## config.mk

```make
export PLATFORM = sky130hd
export DESIGN_NAME = sobel_read_scheduler
export DESIGN_NICKNAME = d
export VERILOG_FILES = /design/src/rtl/sobel_read_scheduler.sv
export SDC_FILE = /design/constraint.sdc
export NUM_CORES = 1
export LEC_CHECK = 0
export BUFFER_PORTS_ARGS = -buffer_cell sky130_fd_sc_hd__buf_2
export CORE_MARGIN = 2
export CORE_UTILIZATION = 42
export CTS_CLUSTER_SIZE = 20
export DETAILED_ROUTE_END_ITERATION = 8
export GPL_TIMING_DRIVEN = 0
export PLACE_DENSITY = 0.61
export SKIP_CTS_REPAIR_TIMING = 1
export SLEW_MARGIN = 20
export SYNTH_ARGS = -nofsm -noshare
export SYNTH_HDL_FRONTEND = slang
export SYNTH_SLANG_ARGS = --single-unit
```

## constraint.sdc

```tcl
create_clock -name clk -period 2.9 [get_ports clk]
set_clock_uncertainty 0.1 [all_clocks]
set_input_delay 0.435 -clock clk [delete_from_list [all_inputs] [get_ports clk]]
set_output_delay 0.435 -clock clk [all_outputs]
set_load 0.05 [all_outputs]
```

## src/rtl/sobel_read_scheduler.sv

```systemverilog
`default_nettype none
// ============================================================================
// Module      : sobel_read_scheduler
// Description : Read-address sequencer feeding sobelFilter from the source
//               frame SRAM. Each column group issues TAPS reads, walking up
//               the frame one row (ROW_WORDS words) per tap from the group's
//               base. After each group the base moves one column to the right.
//               At the end of a row it drops ROW_STEP rows. Groups are paced
//               by the filter's get_next request.
//               Optional feature macro: SCHED_CREDIT_EN (request credit
//               counter so get_next pulses seen mid-group are not lost).
// Revision    : 1.0 - initial release
// ============================================================================
module sobel_read_scheduler #(
  parameter int          ADDR_W     = 20,
  parameter int          COL_W      = 8,
  parameter int          TAPS       = 4,
  parameter int          ROW_STEP   = 2,
  parameter int unsigned START_ADDR = 768,
  parameter int unsigned END_ADDR   = 65535
) (
  input  logic              clk,
  input  logic              reset,
  input  logic              start_en,
  input  logic              get_next,
  output logic [ADDR_W-1:0] rd_addr,
  output logic              rd_en,
  output logic [1:0]        tap_idx,
  output logic [COL_W-1:0]  col_pos,
  output logic              busy,
  output logic              frame_done
);

  localparam logic [ADDR_W-1:0] c_start    = ADDR_W'(START_ADDR);
  localparam logic [ADDR_W-1:0] c_end      = ADDR_W'(END_ADDR);
  // End-of-row step: next column plus (ROW_STEP-1) extra rows.
  localparam logic [ADDR_W-1:0] c_wrap_inc = ADDR_W'(1 + (ROW_STEP - 1) * (1 << COL_W));
  localparam logic [1:0]        c_last_tap = 2'(TAPS - 1);
  localparam logic [COL_W-1:0]  c_last_col = {COL_W{1'b1}};

  typedef enum logic [2:0] {
    S_IDLE  = 3'd0,
    S_PRIME = 3'd1,
    S_WAIT  = 3'd2,
    S_ISSUE = 3'd3,
    S_DONE  = 3'd4
  } state_t;

  state_t            r_state;
  logic [ADDR_W-1:0] r_base;

  logic              w_grant;
  logic [1:0]        w_next_tap;
  logic [ADDR_W-1:0] w_next_tap_addr;
  logic [ADDR_W-1:0] w_next_base;
  logic              w_last_group;

  // Next-tap address, next-group base and end-of-frame detection.
  always_comb begin
    w_next_tap      = tap_idx + 2'd1;
    w_next_tap_addr = r_base - (ADDR_W'(w_next_tap) << COL_W);
    if (r_base[COL_W-1:0] == c_last_col) begin
      w_next_base = r_base + c_wrap_inc;
    end else begin
      w_next_base = r_base + ADDR_W'(1);
    end
    w_last_group = (r_base == c_end) || (w_next_base > c_end);
  end

`ifdef SCHED_CREDIT_EN
  logic [1:0] r_credit;
  logic       w_start_group;

  // A group starts from WAIT, or straight off the last tap when the frame continues.
  always_comb begin
    w_grant       = (r_credit != 2'd0) || get_next;
    w_start_group = w_grant &&
                    ((r_state == S_WAIT) ||
                     ((r_state == S_ISSUE) && (tap_idx == c_last_tap) && !w_last_group));
  end

  // Saturating request credit: +1 per get_next cycle, -1 per group started.
  always_ff @(posedge clk or posedge reset) begin
    if (reset) begin
      r_credit <= 2'd0;
    end else if (r_state == S_IDLE) begin
      if (start_en) begin
        r_credit <= 2'd0;
      end
    end else if (get_next && !w_start_group) begin
      if (r_credit != 2'd3) begin
        r_credit <= r_credit + 2'd1;
      end
    end else if (!get_next && w_start_group) begin
      r_credit <= r_credit - 2'd1;
    end
  end
`else
  // Without credits the filter must hold get_next when a group can start.
  always_comb begin
    w_grant = get_next;
  end
`endif

  // Main sequencer; every output is registered with the state it enters.
  always_ff @(posedge clk or posedge reset) begin
    if (reset) begin
      r_state    <= S_IDLE;
      r_base     <= c_start;
      rd_addr    <= '0;
      rd_en      <= 1'b0;
      tap_idx    <= 2'd0;
      col_pos    <= '0;
      busy       <= 1'b0;
      frame_done <= 1'b0;
    end else begin
      frame_done <= 1'b0;
      case (r_state)
        S_IDLE: begin
          rd_en <= 1'b0;
          if (start_en) begin
            r_state <= S_PRIME;
            r_base  <= c_start;
            rd_addr <= c_start;
            col_pos <= c_start[COL_W-1:0];
            tap_idx <= 2'd0;
            busy    <= 1'b1;
          end
        end
        S_PRIME: begin
          // Address already presented; this cycle only fills the SRAM pipeline.
          r_state <= S_WAIT;
          rd_en   <= 1'b0;
        end
        S_WAIT: begin
          if (w_grant) begin
            r_state <= S_ISSUE;
            rd_addr <= r_base;
            rd_en   <= 1'b1;
            tap_idx <= 2'd0;
            col_pos <= r_base[COL_W-1:0];
          end else begin
            rd_en <= 1'b0;
          end
        end
        S_ISSUE: begin
          if (tap_idx != c_last_tap) begin
            tap_idx <= w_next_tap;
            rd_addr <= w_next_tap_addr;
            rd_en   <= 1'b1;
          end else if (w_last_group) begin
            r_state    <= S_DONE;
            rd_en      <= 1'b0;
            frame_done <= 1'b1;
          end else begin
            r_base  <= w_next_base;
            rd_addr <= w_next_base;
            col_pos <= w_next_base[COL_W-1:0];
            tap_idx <= 2'd0;
            if (w_grant) begin
              r_state <= S_ISSUE;
              rd_en   <= 1'b1;
            end else begin
              r_state <= S_WAIT;
              rd_en   <= 1'b0;
            end
          end
        end
        S_DONE: begin
          r_state <= S_IDLE;
          rd_en   <= 1'b0;
          busy    <= 1'b0;
        end
        default: begin
          r_state <= S_IDLE;
          rd_en   <= 1'b0;
          busy    <= 1'b0;
        end
      endcase
    end
  end

endmodule
`default_nettype wire

```

Yosys cells after proc, flatten, opt, wreduce, memory -nomap -nowiden:

Index checks and enable logic that the tools add are counted.

* add/subtract/negate cells: 4
* bitwise gates (word level): 1
* equality and inequality tests: 11
* multiplexer cells: 33
* reductions and logical operators: 10
* order comparisons: 1

Operator list (count)
* $mux W20: 6
* $pmux W20 S3: 1
* $pmux W20 S2: 1
* $mux W8: 4
* $pmux W8 S3: 1
* $add A20 B1 Y20 const B: 1
* $add A20 B9 Y20 const B: 1
* $eq A20 B16 Y1 const B: 1
* $gt A20 B16 Y1 const B: 1
* $sub A20 B10 Y20: 1
* $mux W3: 4
* $pmux W3 S4: 1
* $ne A2 B2 Y1 const B: 5
* $eq A8 B8 Y1 const B: 1
* $mux W1: 8
* $mux W2: 4
* $reduce_and A4 Y1: 2
* $eq A3 B2 Y1 const B: 2
* $pmux W2 S3: 1
* $reduce_and A5 Y1: 1
* $pmux W1 S2: 2
* $eq A3 B1 Y1 const B: 1
* $logic_not A3 Y1: 1
* $ne A3 B3 Y1 const B: 1
* other kinds (8): 8

* register bits: 56
* output and inout bits: 33
* word-level logic and storage cells: 68
* bits of input ports: 4

Logic depth before layout (Yosys ltp):

* depth after elaboration: 7
* mapped depth: 13
* gate-level depth less buffers: 10

Worst setup path before layout:

OpenSTA, ideal clock, no wires.

* path type: register to register
* start: reg r_base[0]
* end: reg rd_addr[0]
* path slack: -0.322 ns
* clock period less this slack: 3.222 ns
* cell stages (with the launch flop): 13
* required time: 2.675 ns
* setup time: 0.125 ns
* path buffers: 2
* arrival time: 2.997 ns
* cell sequence: dfrtp_1 -> ha_1 -> and3_1 -> and2_1 -> clkbuf_1 -> ha_1 -> and2_1 -> a41o_2 -> a311oi_4 -> o22ai_2 -> o31a_4 -> buf_6 -> mux2_4

* cells in the longest elaborated chain, start to end: 6
* elaborated cells on any way between the ends: 14
* classes of those cells: add/sub: 3; order compare: 1; eq/ne: 3; mux: 5; reduce/logical: 2

RTL lines
* start: declaration: line 50 `logic [ADDR_W-1:0] r_base;`
* start signal: assignment: line 109 `r_base <= c_start;`
* start signal: assignment: line 123 `r_base <= c_start;`
* start signal: assignment: line 156 `r_base <= w_next_base;`
* $add A20 B1 Y20 (tied with other cells): line 65 `w_next_base = r_base + ADDR_W'(1);`
* $mux W20: line 62 `if (r_base[COL_W-1:0] == c_last_col) begin`
* $gt A20 B16 Y1: line 67 `w_last_group = (r_base == c_end) || (w_next_base > c_end);`
* $logic_or A1 B1 Y1: line 67
* $ne A3 B3 Y1 (no source line)
* $reduce_and A4 Y1 (no source line)
* end signal: assignment: line 124 `rd_addr <= c_start;`
* end signal: assignment: line 138 `rd_addr <= r_base;`
* end signal: assignment: line 149 `rd_addr <= w_next_tap_addr;`
* end: declaration: line 26 `output logic [ADDR_W-1:0] rd_addr,`

Parallel ways exist; a longest one is shown, timed or not. The select of a mux whose other input is x is not followed.
A chain may end at the register's enable or synchronous reset.

Worst setup path after layout:

* start: reg r_base[1]
* end: reg rd_addr[13]

Same word-level chain as after synthesis.

==> results.sh <==
export IMPL_status="finished with violations"
export IMPL_violations="setup timing"
export IMPL_p_sw_share_pct=49.1
export IMPL_setup_violations=49
export IMPL_drc_errors=0
export IMPL_netlist_area_um2=3630
export IMPL_drtPass1Iterations=5
export IMPL_yosysWarnings=0
export IMPL_cts_max_level=2
export IMPL_grt_pass1_wl_um=17500
export IMPL_rrSetupSlack_ns=-0.27
export IMPL_wl_um=11300
export IMPL_ys_ff_latch=56
export IMPL_max_freq_mhz=316
export IMPL_nets=461
export IMPL_grt_pass1_vias=3186
export IMPL_vias=3450
export IMPL_crit_required_ns=3.02
export IMPL_slowest_delay_ns=0.49
export IMPL_startpoint_type="flop"
export IMPL_tightest_slew_ns=0.923
export IMPL_clk_pin_slew_ns=0.11
export IMPL_cap_violations=0
export IMPL_dpl_hpwl_um=7610
export IMPL_wire_per_inst_um=20.4
export IMPL_ys_top_cells_by_area="dfrtp_1 37%, mux2_4 4.6%, o21ai_0 2.9%"
export IMPL_critPathCaptureType="flop"
export IMPL_drt_initial_drc_count=227
export IMPL_antenna_cells=0
export IMPL_worstPathArrival_ns=3.29
export IMPL_initial_core_util_pct=43.7
export IMPL_fin_ws_ns=-0.267
export IMPL_num_rows=33
export IMPL_slowest_stage="dfrtp_2"
export IMPL_seqCellArea_um2=1410
export IMPL_dp_slack_ns=-0.604
export IMPL_drv_slew=0
export IMPL_route_antenna_remaining_nets=0
export IMPL_fill_cells=721
export IMPL_fp_dieH_um=96.9
export IMPL_ys_types=71
export IMPL_cp_common_cell="ha_4"
export IMPL_synth_area_per_cell_um2=9.40
export IMPL_post_route_period_util_pct=109
export IMPL_synthFlopType="dfrtp_1"
export IMPL_clockBufferDepth=2
export IMPL_maxSlewHeadroom_pct=38.1
export IMPL_reg2reg_to="rd_addr[13]"
export IMPL_synth_cells=386
export IMPL_async_reset_ff_share_pct=100
export IMPL_critPathMaxFanout=9
export IMPL_antenna_found_initial=0
export IMPL_root_buffer="clkbuf_8"
export IMPL_numCtsBuffers=5
export IMPL_p_seq_share_pct=30.7
export IMPL_utilization_pct=55.0
export IMPL_grtUsageTotal_pct=23.4
export IMPL_routabilityCongestion=0.957
export IMPL_coreArea_um2=8300
export IMPL_design_portCount=37
export IMPL_p_int_mw=1.92
export IMPL_place_port_buffers=36
export IMPL_yosysSeqAreaShare_pct=38.7
export IMPL_yosysTopAreaCell="dfrtp_1"
export IMPL_grt_max_degree=57
export IMPL_dieArea_um2=9400
export IMPL_instances_no_fill=556
export IMPL_dp_cells=528
export IMPL_final_hold_viol_count=0
export IMPL_combinationalPowerShare_pct=56.5
export IMPL_p_per_area_nw_per_um2=828
export IMPL_vias_per_cell=6.21
export IMPL_multiInputGateArea_um2=2280
export IMPL_final_layout_size_suffix_gt1_share_pct=32.4
export IMPL_hold_path_class="in2async"
export IMPL_clkPwrFrac_pct=12.7
export IMPL_regToRegStartpoint="r_base[1]"
export IMPL_yosysTopAreaCellShare_pct=37.3
export IMPL_cts_tree="yes"
export IMPL_leakage_nw=1.93
export IMPL_layout_min_cycle_time_ns=3.17
export IMPL_synth_enable_flop_cells=0
export IMPL_syn_num_nets=397
export IMPL_worstSetupPathType="reg2reg"
export IMPL_die_x_um=96.9
export IMPL_crit_chain="ha_4 -> and3_4 -> and2_4 -> ha_4 -> buf_4 -> a31o_4 -> a221oi_4 -> nor2_4 -> o31a_4 -> clkbuf_16 -> mux2_4"
export IMPL_max_vdd_ir_drop_mv=0.511
export IMPL_clock_sinks=56
export IMPL_r2r_cells=11
export IMPL_rsz0062_at_grt="true"
export IMPL_syn_to_final_growth_pct=25.8
export IMPL_clkLatencyLatePin_ns=0.33
export IMPL_overflow=0
export IMPL_p_switching_mw=1.86
Yosys cell counts (3+ instances only):
cell,instances
and2_1,10
xnor2_1,8
a31oi_1,8
inv_1,19
or3_1,4
or4_1,6
mux2_4,11
a22oi_1,3
a221o_1,4
nand3_1,12
nor2b_1,3
and3_1,7
nor3_1,11
ha_1,6
nand2b_1,4
nand2_1,24
o311ai_0,6
o31ai_1,4
buf_6,5
o21ai_0,21
xor2_1,9
mux2_2,4
dfrtp_1,54
a32o_1,4
buf_2,4
a31o_2,4
nand4_1,5
a21oi_1,16
nor4_1,7
o22ai_1,4
and4_1,4
nor2_1,25
clkbuf_1,18
critical path: cells and delay by family (launching register included):
kind,cells,cell delay [ns]
AO/OA/AOI/OAI,3,1.03
adder cells (fa/ha/maj),2,0.36
buffers and inverters,2,0.31
flip-flops,1,0.49
multiplexers,1,0.29
AND/OR/NAND/NOR,3,0.46
power by group through the flow:
stage               sequential (mW)  clock [mW]  combinational [mW]
finish                         1.16       0.482                2.14
global route                   1.19       0.523                2.28
CTS                            1.15       0.486                1.99
detailed placement             1.17           0                1.98
global placement               1.16           0                1.95
floorplan                      1.58           0                1.06
cell usage in the layout (no fill, tap or decap), types with 9 or more instances in the layout:
cell	instances
buf_4	22
a21oi_1	16
dfrtp_1	50
inv_1	18
nor3_1	10
nand2_1	23
nor2_1	23
clkbuf_1	16
buf_2	37
mux2_4	12
nand3_1	12
xor2_1	9
o21ai_0	17
cells by family (layout without fill, tap and decap cells):
logic type	Yosys count	in the layout	synth area share, %
XOR/XNOR	17	17	4.11
AND/OR/NAND/NOR	132	132	19.5
flip-flops	56	56	38.7
multiplexers	17	17	6.35
buffers and inverters	48	113	6.24
AO/OA/AOI/OAI	109	109	22.5
adder cells (fa/ha/maj)	7	7	2.62
state kept, by name, indices dropped and copies added (netlist names):
signal	flops
r_base	20
rd_addr	20
col_pos	8
r_state	3
tap_idx	2
busy	1
frame_done	1
rd_en	1
how the worst max path moves through the flow:
stage,start,to,slack [ns],depth (start not counted)
after floorplan,r_base[1],rd_addr[0],-0.28,12
after detailed placement,r_base[1],rd_addr[18],-0.60,13
final,r_base[1],rd_addr[13],-0.27,11
after global placement,r_base[1],rd_addr[18],-0.59,12
after global routing,r_base[1],rd_addr[13],-0.33,11
after CTS,r_base[1],rd_addr[18],-0.66,13
stage by stage:
stage | hold WS (ns) | power [mW] | TNS [ns] | cell area [µm²]
after detailed placement | 0.387 | 3.15 | -26.28 | 4040
after floorplan | 0.418 | 2.64 | -5.06 | 3690
after global routing | 0.0655 | 3.99 | -10.70 | 4560
after global placement | 0.373 | 3.12 | -25.64 | 4010
after CTS | 0.0627 | 3.63 | -28.21 | 4130
final | 0.0441 | 3.78 | -7.32 | 4560
per-layer routing:
| layer | share of wire [%] | routed length, µm | vias to the layer above | GRT usage, % |
|---|---|---|---|---|
| met2 | 46 | 5160 | 144 | 34.9 |
| li1 | - | - | 1572 | - |
| met3 | 6.1 | 695 | 30 | 4.34 |
| met1 | 45 | 5140 | 1704 | 33.9 |
| met5 | 0 | 0 | - | 0 |
| met4 | 3.0 | 344 | 0 | 8.78 |
layout make-up:
class                      instances  area share [%]
multi-input combinational        282            50.0
sequential                        56            30.9
timing repair buffer              59            8.63
buffer                            26            3.84
tap                              105            2.88
clock buffer                       7            1.89
inverter                          20            1.70
clock inverter                     1           0.164
Note: power is estimated with default switching activity, not from simulation.
